[src/rtl/mem_port_arbiter_pkg.sv]
// Shared definitions for the instruction/data memory port arbiter:
// FSM state encoding, the default ack timeout and a counter-width helper.
package mem_port_arbiter_pkg;

    typedef enum logic [1:0] {
        IDLE   = 2'd0,
        GNT_DM = 2'd1,
        GNT_IF = 2'd2
    } arb_state_t;

    localparam int DEF_MAX_WAIT = 255;

    // Bits needed to hold values 0..max_val.
    function automatic int cnt_width(input int max_val);
        return (max_val < 1) ? 1 : $clog2(max_val + 1);
    endfunction

endpackage

[src/rtl/mem_port_arbiter_wait_counter.sv]
// Saturating wait counter for an outstanding memory grant. terminal flags the
// enabled cycle whose increment lands on (or sits at) MAX_COUNT.
module arb_wait_counter
    import mem_port_arbiter_pkg::*;
#(
    parameter int MAX_COUNT = DEF_MAX_WAIT
) (
    input  logic clk_i,
    input  logic rst_i,
    input  logic clr,
    input  logic en,
    output logic terminal
);

    localparam int CW = cnt_width(MAX_COUNT);
    localparam logic [CW-1:0] MAX_VAL = CW'(MAX_COUNT);

    logic [CW-1:0] count_reg;

    always_ff @(posedge clk_i or negedge rst_i) begin
        if (!rst_i) begin
            count_reg <= '0;
        end else if (clr) begin
            count_reg <= '0;
        end else if (en && (count_reg != MAX_VAL)) begin
            count_reg <= count_reg + 1'b1;
        end
    end

    // Asserted one cycle early so the sticky error registers on the same edge
    // the count reaches its limit.
    assign terminal = en && !clr && (count_reg >= (MAX_VAL - 1'b1));

endmodule

[src/rtl/mem_port_arbiter.sv]
// Arbitrates one variable-latency memory between instruction fetch and the
// data load/store port; data wins, results are held until the pipeline advances.
module mem_port_arbiter
    import mem_port_arbiter_pkg::*;
#(
    parameter int ADDR_W   = 32,
    parameter int DATA_W   = 32,
    parameter int MAX_WAIT = DEF_MAX_WAIT
) (
    input  logic              clk_i,
    input  logic              rst_i,
    input  logic              if_req_i,
    input  logic [ADDR_W-1:0] if_addr_i,
    output logic [DATA_W-1:0] if_rdata_o,
    output logic              if_ready_o,
    input  logic              dm_read_i,
    input  logic              dm_write_i,
    input  logic [ADDR_W-1:0] dm_addr_i,
    input  logic [DATA_W-1:0] dm_wdata_i,
    output logic [DATA_W-1:0] dm_rdata_o,
    output logic              dm_ready_o,
    output logic              mem_req_o,
    output logic              mem_we_o,
    output logic [ADDR_W-1:0] mem_addr_o,
    output logic [DATA_W-1:0] mem_wdata_o,
    input  logic [DATA_W-1:0] mem_rdata_i,
    input  logic              mem_ack_i,
    output logic              stall_o,
    output logic              err_o
);

    arb_state_t        state_reg;
    logic              if_done_reg;
    logic              dm_done_reg;
    logic              err_reg;
    logic              mem_req_reg;
    logic              mem_we_reg;
    logic [ADDR_W-1:0] mem_addr_reg;
    logic [DATA_W-1:0] mem_wdata_reg;
    logic [DATA_W-1:0] if_rdata_reg;
    logic [DATA_W-1:0] dm_rdata_reg;

    logic dm_pend;
    logic if_pend;
    logic stall;
    logic grant_dm;
    logic grant_if;
    logic wait_en;
    logic wait_terminal;

    assign dm_pend = dm_read_i | dm_write_i;
    assign if_pend = if_req_i;
    assign stall   = (dm_pend & ~dm_done_reg) | (if_pend & ~if_done_reg);

    // An undone data access blocks the fetch grant in the same IDLE cycle.
    assign grant_dm = (state_reg == IDLE) & dm_pend & ~dm_done_reg;
    assign grant_if = (state_reg == IDLE) & ~grant_dm & if_pend & ~if_done_reg;
    assign wait_en  = (state_reg != IDLE) & ~mem_ack_i;

    arb_wait_counter #(
        .MAX_COUNT(MAX_WAIT)
    ) u_wait_counter (
        .clk_i    (clk_i),
        .rst_i    (rst_i),
        .clr      (grant_dm | grant_if),
        .en       (wait_en),
        .terminal (wait_terminal)
    );

    always_ff @(posedge clk_i or negedge rst_i) begin
        if (!rst_i) begin
            state_reg     <= IDLE;
            if_done_reg   <= 1'b0;
            dm_done_reg   <= 1'b0;
            err_reg       <= 1'b0;
            mem_req_reg   <= 1'b0;
            mem_we_reg    <= 1'b0;
            mem_addr_reg  <= '0;
            mem_wdata_reg <= '0;
            if_rdata_reg  <= '0;
            dm_rdata_reg  <= '0;
        end else begin
            // Pipeline advanced: release held results. Sets below override.
            if (!stall) begin
                if_done_reg <= 1'b0;
                dm_done_reg <= 1'b0;
            end
            if (wait_terminal) begin
                err_reg <= 1'b1;
            end
            case (state_reg)
                IDLE: begin
                    if (grant_dm) begin
                        state_reg     <= GNT_DM;
                        mem_req_reg   <= 1'b1;
                        mem_we_reg    <= dm_write_i;
                        mem_addr_reg  <= dm_addr_i;
                        mem_wdata_reg <= dm_wdata_i;
                    end else if (grant_if) begin
                        state_reg    <= GNT_IF;
                        mem_req_reg  <= 1'b1;
                        mem_we_reg   <= 1'b0;
                        mem_addr_reg <= if_addr_i;
                    end
                end
                GNT_DM: begin
                    if (mem_ack_i) begin
                        state_reg   <= IDLE;
                        mem_req_reg <= 1'b0;
                        // A flushed request discards the returned data.
                        if (dm_pend) begin
                            dm_done_reg <= 1'b1;
                            if (!mem_we_reg) begin
                                dm_rdata_reg <= mem_rdata_i;
                            end
                        end
                    end
                end
                GNT_IF: begin
                    if (mem_ack_i) begin
                        state_reg   <= IDLE;
                        mem_req_reg <= 1'b0;
                        if (if_pend) begin
                            if_done_reg  <= 1'b1;
                            if_rdata_reg <= mem_rdata_i;
                        end
                    end
                end
                default: begin
                    state_reg   <= IDLE;
                    mem_req_reg <= 1'b0;
                end
            endcase
        end
    end

    assign if_rdata_o  = if_rdata_reg;
    assign if_ready_o  = if_done_reg;
    assign dm_rdata_o  = dm_rdata_reg;
    assign dm_ready_o  = dm_done_reg;
    assign mem_req_o   = mem_req_reg;
    assign mem_we_o    = mem_we_reg;
    assign mem_addr_o  = mem_addr_reg;
    assign mem_wdata_o = mem_wdata_reg;
    assign stall_o     = stall;
    assign err_o       = err_reg;

endmodule

[config.mk]
export PLATFORM = sky130hd
export DESIGN_NAME = mem_port_arbiter
export DESIGN_NICKNAME = d
export VERILOG_FILES = /design/src/rtl/mem_port_arbiter_pkg.sv /design/src/rtl/mem_port_arbiter_wait_counter.sv /design/src/rtl/mem_port_arbiter.sv
export SDC_FILE = /design/constraint.sdc
export NUM_CORES = 1
export LEC_CHECK = 0
export CORE_MARGIN = 5
export CORE_UTILIZATION = 42
export CTS_CLUSTER_DIAMETER = 80
export DETAILED_ROUTE_END_ITERATION = 6
export DONT_BUFFER_PORTS = 1
export SETUP_SLACK_MARGIN = 0.3
export SLEW_MARGIN = 15
export SYNTH_ARGS = -nofsm -noshare
export SYNTH_HDL_FRONTEND = slang
export SYNTH_HIERARCHICAL = 1
export SYNTH_SLANG_ARGS = --single-unit
export TNS_END_PERCENT = 10
[constraint.sdc]
create_clock -name clk_i -period 5.3 [get_ports clk_i]
set_clock_uncertainty 0.05 [all_clocks]
set_input_delay 0.795 -clock clk_i [delete_from_list [all_inputs] [get_ports clk_i]]
set_output_delay 0.795 -clock clk_i [all_outputs]
set_load 0.02 [all_outputs]
==> results.txt, run 1 <==
- Outcome: complete, no violations
- The critical path is of the reg2out type.
* Post-placement cell count: 565
- Critical-path top delay cell: sky130_fd_sc_hd__dfrtp_1
- Hold-fix buffer count after cts: 0
- Final routed wirelength across all metal layers: ~14,000 microns
- Dividing total power by cell area gives a power density of approximately 740 mW/mm^2.
- The largest single stage delay on the critical path is 510 ps.
- Yosys attributes the largest share of cell area to sky130_fd_sc_hd__dfrtp_1, sky130_fd_sc_hd__mux2_2, sky130_fd_sc_hd__mux2_4.
* Net count reported at finish: 543
- The H-tree generated during clock tree synthesis spans 4 levels.
- Post-CTS setup repair buffer count: 0
* Internal Dissipation: 0.00295 W
- Setup violations remaining at the end of the flow were counted as 0.
- Pre-Repair DR Iteration Count: 4
* Hold Vio Cnt, Final: 0
* Post-placement cell area: 0.00615 sq mm
- First-pass GRT wire length: 21,000 microns
- The worst-case IR drop observed on VDD is roughly 0.00037 V.
- The first routing iteration left between 200 and 250 violations.
* Total CTS buffers: 17
- Met3 Resource Use GR: 6.92%
- Max Slew Vio Count: 0
- Global routing consumed, on the met2 layer, 26.8% of the routing resources.
* Unrepaired setup endpoints after global routing: false
- The number of nets in the synthesized netlist is ~540.
- Flip-flop cell with the highest count after synthesis: sky130_fd_sc_hd__dfrtp_1
- For the pin with the worst max-slew slack, the measured transition is 713 ps.
- Vias in the first global route: ~3,700
- The initial antenna violation count came to 0.
- Standard-cell rows: 43
- Mapped Avg Cell Area: between 10 and 15 sq um
- Number of resized instances in the post-cts repair step: 0
- The die covers 0.0169 sq mm.
* Number of enable flip-flop cells after synthesis: 0
* # DRC: 0
* Largest area contributor in the netlist: sky130_fd_sc_hd__dfrtp_1
- The die is around 130 microns wide.
- FF+latch count, synth: 143
- In this run the clock root is driven by a sky130_fd_sc_hd__clkbuf_16.
- Worst slew margin relative to its limit: 52.5%
- The clock period could shrink to ~2600 ps.
* Grt total ovfl: 0
* Fraction of power consumed by the clock network: about a fifth
- Relative to the synthesized area, the layout overhead comes to 10.3%.
* Half-perimeter wire length after placement: about 10,000 microns
- Buffer and inverter count on the worst path: 1
- Arrival time reported for the critical path endpoint: between 1500 and 2000 ps
* Number of ports placed on the die boundary: 268
- In this run the worst hold path is classified as in2async.
* Met1 Resource Use GR: 18.7%
* Largest net degree at the start of global routing: 144
- Maximum frequency from static timing analysis: 0.378 GHz
- The final critical path takes up 49.9% of the cycle.
* Share of final-layout standard cells stronger than drive strength 1: 40.8%
* Critical Path Source Type: flip-flop
* Post-synth top cells: sky130_fd_sc_hd__dfrtp_1, sky130_fd_sc_hd__mux2_2, sky130_fd_sc_hd__nand3b_1, sky130_fd_sc_hd__o221a_2, sky130_fd_sc_hd__mux2_4
- In this design, the largest share of critical-path delay is due to flip-flops.
- Count of non-filler cells in the finished layout: around 590
* Leakage: 2.84 nW
- Drt wl/cell: between 20 and 25 microns
* Source-to-sink clock delay at the later pin of the worst-skew pair: 410 ps
- Total track usage: 16.2%
* Number of warnings printed during yosys synthesis: 6
- TritonCTS clock tree: done
* Combinational cell fraction of total power: 25.4%
- Starting utilization of the core area: 43.1%
- For this design, the sink count on the clock tree is 143.
* Data required, critical path: 4450 ps
- Most frequent cell after synthesis: sky130_fd_sc_hd__dfrtp_1
* Design area: ~0.0067 sq mm
- Of all flip-flops after synthesis, the portion carrying an async set or reset was 100%.
- Clock slew at the register clock pins of the worst setup and hold paths: approximately 60 ps
- Vias after detailed routing: 3,459
* Sequential fraction of design power: 53.9%
- Switch Pwr: 0.00200 W
- Yosys mapped the design onto 42 distinct sky130hd cell types.
* Sequential fraction of the synthesis area: between 50% and 60%
- Gp weighted congestion: 0.773
- IO Port Bufs: 0
* Proportion of total power due to net switching: between 40 and 50%
- The detail route stage leaves a number of antenna-violating nets equal to 0.
* Clock tree buffer depth: 2
- met2 is the most crowded layer.
* Max-cap violations: 0
- The cell count after synthesis came out at 404.
* Number of antenna repair diodes: 0
* Vias per inst: 5.82
* Std-Cell Core Area: 0.0140 sq mm
* Worst slack on hold paths: 29.0 ps
- The signal on the critical path passes through o21bai_2 -> buf_4 -> nand2_1.
* Total power consumption of the routed design: about 0.005 W
* Kind of capture point of the worst setup path: primary output
* Yosys top cell area share: 59.3%
- Summing every instance area after synthesis gives 0.00603 sq mm.
- Critical path peak fanout: 33
- Final setup TNS: 0 ps
- The die is 130 microns tall.
==> cell usage in the layout (no fill, tap or decap), drive strengths merged <==
cell,count
and3b,1
o211ai,2
a31oi,2
o22a,1
and4bb,1
a21oi,3
nand4,2
nand2b,1
dfrtp,143
mux2i,1
mux2,99
a211oi,4
nor2,7
clkinv,5
or2,1
ha,5
a21boi,1
o21bai,1
nand3b,32
nor2b,5
inv,8
buf,5
nand3,6
and4,2
o21ai,7
and3,1
clkinvlp,1
nand2,6
clkbuf,22
o221a,32
and2b,2
a22o,2
nor3,2
o22ai,1
==> path summary, 6_finish.rpt <==
kind	endpoint	depth (start not counted)	slack [ps]	startpoint
min	dm_rdata_o[1]	0	30	rst_i
max in group asynchronous	mem_addr_o[21]	0	5030	rst_i
min in group clk_i	dm_rdata_o[5]	1	470	mem_rdata_i[5]
max reg2reg	mem_wdata_o[20]	6	2790	state_reg[0]
min reg2reg	state_reg[0]	1	490	state_reg[0]
max	stall_o	3	2650	dm_ready_o
==> cell families (layout without fill, tap and decap cells) <==
family	after synthesis	in the layout	synth area share (%)
simple gates	69	69	7.49
mux	100	100	20.5
flops	143	143	59.3
fa+ha+maj	5	5	1.04
compound gates	56	56	8.75
buf+inv	31	41	2.95
==> power by group through the flow <==
| stage | clock (W) | combinational, W | sequential [W] |
|---|---|---|---|
| 3_3_place_gp | 0 | 0.00120 | 0.00270 |
| 2_1_floorplan | 0 | 0.00114 | 0.00252 |
| 6_report | 0.00102 | 0.00126 | 0.00267 |
| 3_5_place_dp | 0 | 0.00127 | 0.00271 |
| 5_1_grt | 0.00109 | 0.00137 | 0.00273 |
| 4_1_cts | 0.00105 | 0.00127 | 0.00269 |
==> area by class of cell <==
type                       count  area [sq um]
multi-input combinational    230          2290
tap                          180           225
clock buffer                  22           454
clock inverter                 7          41.3
fill                        1244          7340
sequential                   143          3580
timing repair buffer           5          37.5
inverter                       7          26.3
==> metal layers <==
| layer | vias to the layer above | wire length [microns] |
|---|---|---|
| li1 | 1498 | - |
| met1 | 1774 | 5310 |
| met2 | 164 | 7040 |
| met3 | 23 | 1510 |
| met4 | 0 | 290 |
| met5 | - | 0 |
==> per-stage QoR <==
step / setup WS, ps / util [%]
6_report: 2650 / 47.5
5_1_grt: 2540 / 47.5
4_1_cts: 2630 / 47.5
3_5_place_dp: 2710 / 44.0
3_3_place_gp: 2750 / 44.0
2_1_floorplan: 2940 / -
==> worst reg2reg max path, cell delays in order (launching register included) <==
cell and delay (ps):
sky130_fd_sc_hd__dfrtp_1 370, sky130_fd_sc_hd__inv_1 90, sky130_fd_sc_hd__ha_1 290, sky130_fd_sc_hd__and2b_1 230, sky130_fd_sc_hd__o21ai_4 230, sky130_fd_sc_hd__buf_4 650, sky130_fd_sc_hd__mux2_2 480
Note: power is estimated with default switching activity, not from simulation.
==> run 2, diff against run 1 <==
==> constraint.sdc (replaced) <==
create_clock -name clk_i -period 2.75 [get_ports clk_i]
set_clock_uncertainty 0.05 [all_clocks]
set_input_delay 0.4125 -clock clk_i [delete_from_list [all_inputs] [get_ports clk_i]]
set_output_delay 0.4125 -clock clk_i [all_outputs]
set_load 0.02 [all_outputs]
==> run 2 against run 1 <==
  * The run now ends with hold timing left
  * Critical path depth unchanged
  * Combinational power increased by 98%
  * Sequential share of layout area decreased by 1.1 points
  * Via count decreased by 0.69%
==> results.txt, run 2 (same netlist as run 1, synthesis figures left out) <==
- Worst setup path category: reg2out
- In this run the clock root is driven by a sky130_fd_sc_hd__clkbuf_16.
- The worst slew margin relative to its limit is 69.7% (+17 points).
- Std-Cell Core Area: 0.0140 sq mm (unchanged)
- Number of filler instances in the final layout: 1,221 (-1.8%)
- The number of global-route vias before repair came to 3,795 (+2.7%).
- Half-perimeter wire length after placement: 10,200 microns (+1.9%)
- The worst-skew pair later-pin latency came to 410 ps (about the same).
- The required time at the endpoint of the critical path is 2290 ps (-2160 ps).
* Number of ports placed on the die boundary: 268 (unchanged)
* Largest net degree at the start of global routing: 144 (unchanged)
- Slack of the worst reg-to-reg path: 680 ps (-2110 ps)
- The number of nets with antenna violations after detailed routing was 0 (unchanged).
* Reg-to-reg critical path endpoint: mem_wdata_o[22]
- The number of buffers created by CTS came to 17 (unchanged).
- The flip-flop and latch area is 0.00358 sq mm (unchanged).
- Violation count after the first detailed-routing iteration: 213 (-2.3%)
- The minimum setup slack in the final design was 520 ps (-2130 ps).
- Clock tree buffer depth: 2 (unchanged)
* Post-placement cell area: 0.00620 sq mm (+0.69%)
- The share of layout cells above drive strength 1 is 42.3% (+1.5 points).
- The worst setup slack after placement was 680 ps (-2030 ps).
* Drt wl/cell: 23.9 microns (+0.32%)
- Final routed wirelength across all metal layers: 14,400 microns (+1.5%)
* Net count reported at finish: 547 (+0.74%)
* Hold Vio Cnt, Final: 143 (+143)
- Timing would allow up to 0.448 GHz.
* Worst slack on hold paths: -357 ps (-386 ps)
- The instance count after placement with tap cells included came to 569 (+0.71%).
* Max-cap violations: 0 (unchanged)
- The depth of the CTS H-tree was 4 (unchanged).
* Vias per inst: 5.72 (-1.9%)
- Depth of the most critical reg-to-reg path: 6 (unchanged)
* Met3 Resource Use GR: 6.43% (-0.49 points)
- Leaving out fill and tap cells, the most frequent cells in the layout are sky130_fd_sc_hd__dfrtp_1, sky130_fd_sc_hd__mux2_2, sky130_fd_sc_hd__nand3b_1, sky130_fd_sc_hd__o221a_2, sky130_fd_sc_hd__mux2_4.
- The starting utilization of the core area is 43.1% (unchanged).
- The number of clock sinks came to 143 (unchanged).
- The floorplan row count came to 43 (unchanged).
- Worst min-delay path class: in2async
- Critical Path Source Type: flip-flop
- Leading cell type in the layout, fill and taps excluded: sky130_fd_sc_hd__dfrtp_1
* Kind of capture point of the worst setup path: primary output
* Total track usage: 16.8% (+0.52 points)
* Pre-Repair DR Iteration Count: 4 (unchanged)
- Most used routing layer in global routing: met2
- TritonCTS built the clock tree.
- Post-CTS setup repair buffer count: 0 (unchanged)
- Crit share post-route: 81.1%
- Failing checks: hold timing
- Setup repair after global routing left no endpoint under its margin.
- The residual DRC count is 0 (unchanged).
- The area taken by multi-input logic gates was 0.00229 sq mm (about the same).
* # setup viols final: 0 (unchanged)
* Die Wd: 130 microns (unchanged)
* Critical path peak fanout: 37 (+12%)
* Count of non-filler cells in the finished layout: 601 (+1.2%)
- The total leakage power was 2.89 nW (+1.9%).
- The met2 capacity usage during global routing is 28.1% (+1.3 points).
- Power per cell area: 1460 mW/mm^2 (+96%)
* Grt total ovfl: 0 (unchanged)
- Clock slew at the register clock pins of the worst setup and hold paths: 60 ps (about the same)
* Vertical die dimension: 130 microns (unchanged)
- Pin slew with the least headroom to its limit: 454 ps (-259 ps)
- The count of instances resized after the clock tree is built was 0 (unchanged).
- The number of input and output port buffers inserted came to 0 (unchanged).
- The setup TNS was 0 ps (unchanged).
- Synth-to-layout area growth: 12.5%
- Vias after detailed routing: 3,435 (-0.69%)
- The routed design could run at a clock period as short as 2230 ps.
- The met1 track demand over resource is 19.2% (+0.47 points).
- Arrival time reported for the critical path endpoint: 1770 ps (-30 ps)
* Max IR drop VDD: 0.000506 V (+36%)
* Number of antenna repair diodes: 0 (unchanged)
- Antenna violations before repair: 0 (unchanged)
- The routability congestion estimate was 0.836 (+8.3%).
- Total power consumption of the routed design: 0.00993 W (+100%)
- Max Slew Vio Count: 0 (unchanged)
- First-pass GRT wire length: 21,600 microns (+3.0%)
- Floorplan die area: 0.0169 sq mm (unchanged)
* Design area: 0.00679 sq mm (+2.1%)
- The worst register-to-register path begins at state_reg[0].
- Outcome: complete, but fails checks
==> run 2: worst max-delay path by stage <==
stage / from / endpoint / slack (ps) / depth (start not counted)
4_1_cts: dm_ready_o / stall_o / 490 / 3
3_5_place_dp: state_reg[0] / mem_wdata_o[22] / 680 / 6
5_1_grt: dm_ready_o / stall_o / 410 / 3
3_3_place_gp: state_reg[0] / mem_wdata_o[22] / 750 / 6
2_1_floorplan: state_reg[0] / u_wait_counter/count_reg[5] / 810 / 7
6_report: dm_ready_o / stall_o / 520 / 3
==> run 2: where the power goes <==
group	switching (W)	total [W]	internal [W]	leakage, nW
combinational	0.00103	0.00250	0.00147	0.913
sequential	0.00204	0.00515	0.00312	1.70
clock	0.000889	0.00228	0.00139	0.275
==> run 2: critical path: stages, from the launching register on <==
cell and delay [ps]:
sky130_fd_sc_hd__dfrtp_1 530, sky130_fd_sc_hd__o21bai_2 200, sky130_fd_sc_hd__buf_4 380, sky130_fd_sc_hd__nand2_1 240
==> run 2: cell type report <==
type,count,share of cell area (%)
clock buffers,20,6.73
clock inverters,12,1.97
inverters,7,0.387
multi-input cells,230,33.7
flip-flops and latches,143,52.7
well taps,180,3.32
repair buffers,9,1.18
==> run 2: through the flow <==
| stage | hold slack [ps] | utilization, % |
|---|---|---|
| 2_1_floorplan | 66.9 | - |
| 3_3_place_gp | 70.3 | 44.3 |
| 3_5_place_dp | 70.7 | 44.3 |
| 4_1_cts | -381 | 48.5 |
| 5_1_grt | -385 | 48.5 |
| 6_report | -357 | 48.5 |
==> run 2: metal layers <==
metal	vias to the layer above	routed length [microns]	share of wire, %
li1	1503	-	-
met1	1730	5130	36
met2	178	7360	51
met3	24	1580	11
met4	0	288	2.0
met5	-	0	0
==> run 3, diff against run 2 <==
==> constraint.sdc (replaced) <==
create_clock -name clk_i -period 2 [get_ports clk_i]
set_clock_uncertainty 0.05 [all_clocks]
set_input_delay 0.3 -clock clk_i [delete_from_list [all_inputs] [get_ports clk_i]]
set_output_delay 0.3 -clock clk_i [all_outputs]
set_load 0.02 [all_outputs]
==> run 3 against run 2 <==
  * The flow still finishes with violations (hold timing)
  * Die area unchanged
  * Sequential share of layout area is 7.8 points lower
  * Clock power grew 40%
  * Critical path depth is 4 higher
  * Routed wire length is 9.8% higher
  * Flip-flop and latch count unchanged
  * Via count increased by 12%
  * Utilization grew 8.5 points
  * First-iteration DRC count up 4.2%
  * Combinational power rose by 83%
  * Power is 50% higher
  * Clock-buffer cell count rose by 2
  * Critical path type is now reg2reg
  * Largest power group unchanged
==> results.txt, run 3 (same netlist as run 1, synthesis figures left out) <==
- Number of nets still failing antenna checks after routing: 0 (unchanged)
* Critical path peak fanout: 8 (-78%)
* Hold-fix buffer count after cts: 65
- Vias after detailed routing: 3,858 (+12%)
- The floorplan row count came to 43 (unchanged).
- The worst setup path is captured at a flip-flop.
* Unrepaired setup endpoints after global routing: true
- Critical-path top delay cell: sky130_fd_sc_hd__dfrtp_1
* Total CTS buffers: 17 (unchanged)
- The flip-flop and latch area came to 0.00358 sq mm (about the same).
* Vias per inst: 5.60 (-2.0%)
- The number of input and output port buffers inserted came to 0 (unchanged).
- The critical path is of the reg2reg type.
- The average wire length per cell after detail routing was 22.9 microns (-4.3%).
- The number of DRC violations after detailed-routing iteration 0 is 222 (+4.2%).
- The slew at the pin with the worst max-slew slack is 390 ps (-63.9 ps).
- Maximum frequency from static timing analysis: 0.578 GHz
- The worst setup path is launched from a flip-flop.
- The residual DRC count came to 0 (unchanged).
- Final routed wirelength across all metal layers: 15,800 microns (+9.8%)
* Max IR drop VDD: 0.000690 V (+36%)
- The data arrival at the endpoint of the critical path is 1970 ps (+200 ps).
- Leading cell type in the layout, fill and taps excluded: sky130_fd_sc_hd__dfrtp_1
* Root buffer selected by CTS: sky130_fd_sc_hd__clkbuf_16
- Most frequent cells in the layout: sky130_fd_sc_hd__dfrtp_1, sky130_fd_sc_hd__dlygate4sd3_1, sky130_fd_sc_hd__mux2_4, sky130_fd_sc_hd__mux2_2
- Final setup TNS: 0 ps (unchanged)
* Vertical die dimension: 130 microns (unchanged)
* Pre-Repair DR Iteration Count: 7 (+3)
* Die Wd: 130 microns (unchanged)
- Synth-to-layout area growth: 32.3%
- The standard cell core area was 0.0140 sq mm (unchanged).
* CP cell instances: inv_2 -> ha_4 -> o211ai_1 -> nor2_4 -> buf_12 -> clkbuf_16 -> mux2_4
* Buffer and inverter count on the worst path: 3 (+2)
- The global router's overall resource usage is 17.2% (+0.43 points).
- Antenna violations before repair: 0 (unchanged)
- Power per cell area: 1860 mW/mm^2 (+27%)
- Clock tree buffer depth: 2 (unchanged)
* Worst slew margin relative to its limit: 74.0% (+4.3 points)
- Footprint of the multi-input gates: 0.00245 sq mm (+7.1%)
- Clock slew at the register clock pins of the worst setup and hold paths: 60 ps (about the same)
- The number of clock sinks was 143 (unchanged).
- The final critical path takes up 86.6% of the cycle.
- Worst min-delay path class: in2async
* Fin util: 57.0% (+8.5 points)
* Kind of cell adding the most delay to the critical path: buffers and inverters
- The number of top-level design ports came to 268 (unchanged).
- The routability congestion estimate is 0.782 (-6.5%).
- Slowest cell delay on critical path: 390 ps (-140 ps)
- Leakage: 3.45 nW (+19%)
- First-pass GRT wire length: 22,200 microns (+2.9%)
- The number of failing setup endpoints in the final timing report came to 0 (unchanged).
- Vias in the first global route: 3,970 (+4.6%)
- The number of diodes came to 0 (unchanged).
- Starting utilization of the core area: 43.1% (unchanged)
* Outcome: complete, but fails checks
- Number of filler instances in the final layout: 1,075 (-12%)
- Floorplan die area: 0.0169 sq mm (unchanged)
* Worst slack on hold paths: -466 ps (-109 ps)
- The final max-slew violation count is 0 (unchanged).
- The final net count was 636 (+16%).
- Clock H-tree levels: 4 (unchanged)
- TritonCTS built the clock tree.
* Time the final worst path needs with I/O delays and setup: 1730 ps
* Largest net degree at the start of global routing: 144 (unchanged)
- The share of layout cells above drive strength 1 came to 41.7% (-0.63 points).
- Half-perimeter wire length after placement: 10,200 microns (+0.24%)
* Grt total ovfl: 0 (unchanged)
* Max-cap violations: 0 (unchanged)
- Data required, critical path: 2230 ps (-60 ps)
- Failing checks: hold timing
- Source-to-sink clock delay at the later pin of the worst-skew pair: 410 ps (about the same)
- Hold Vio Cnt, Final: 143 (unchanged)
[run 3: cell types whose count changed in the layout (fill, tap and decap cells not counted), sizes merged]
| cell | before | now |
|---|---|---|
| clkbuf | 20 | 25 |
| dlygate4sd3 | 0 | 65 |
| buf | 9 | 30 |
| clkinv | 3 | 4 |
| clkinvlp | 5 | 1 |
| bufinv | 2 | 3 |
| inv | 9 | 8 |
[run 3: repair_timing]
item / 4_1_cts / 5_1_grt
cloned: 2 / 4
resized for setup: 3 / 41
endpoints found under the hold margin: 240 / 143
setup buffers: 10 / 4
endpoints found under the setup margin: 52 / 107
pin swaps: 1 / 4
[run 3: path summary, 6_finish.rpt]
path,startpoint,slack (ps),end,cells past startpoint
setup / recovery,state_reg[1],270,dm_rdata_o[6],7
hold / removal,rst_i,-470,mem_wdata_o[30],0
setup reg to reg,state_reg[1],270,dm_rdata_o[6],7
hold reg to reg,u_wait_counter/count_reg[7],560,u_wait_counter/count_reg[7],2
max in group asynchronous,rst_i,2120,mem_wdata_o[2],0
min in group clk_i,dm_addr_i[29],40,mem_addr_o[29],1
[run 3: cell type report]
class	count	share of cell area (%)
multi-input cells	230	30.7
clock buffers	22	5.82
clock inverters	9	1.68
repair buffers	98	13.8
well taps	180	2.82
inverters	7	0.329
flip-flops and latches	143	44.9
[run 3: stage by stage]
stage | instances | setup slack, ps | instance area (sq um) | total power (W)
2_1_floorplan | 404 | 270 | 6080 | 0.00978
3_3_place_gp | 573 | 233 | 6290 | 0.0106
3_5_place_dp | 573 | 165 | 6290 | 0.0108
4_1_cts | 681 | 238 | 7690 | 0.0145
5_1_grt | 689 | 209 | 7980 | 0.0155
6_report | 689 | 269 | 7980 | 0.0149
[run 3: power breakdown]
group	internal, W	switching [W]
Combinational	0.00286	0.00171
Clock	0.00203	0.00116
Sequential	0.00429	0.00281
[run 3: routing by layer]
layer | part of all wire (%) | vias to the layer above | GRT usage (%)
met2 | 51 | 158 | 28.9
met1 | 38 | 1979 | 20.0
met4 | 2.0 | 0 | 5.81
met3 | 9.2 | 26 | 7.08
li1 | - | 1695 | -
met5 | 0 | - | 0
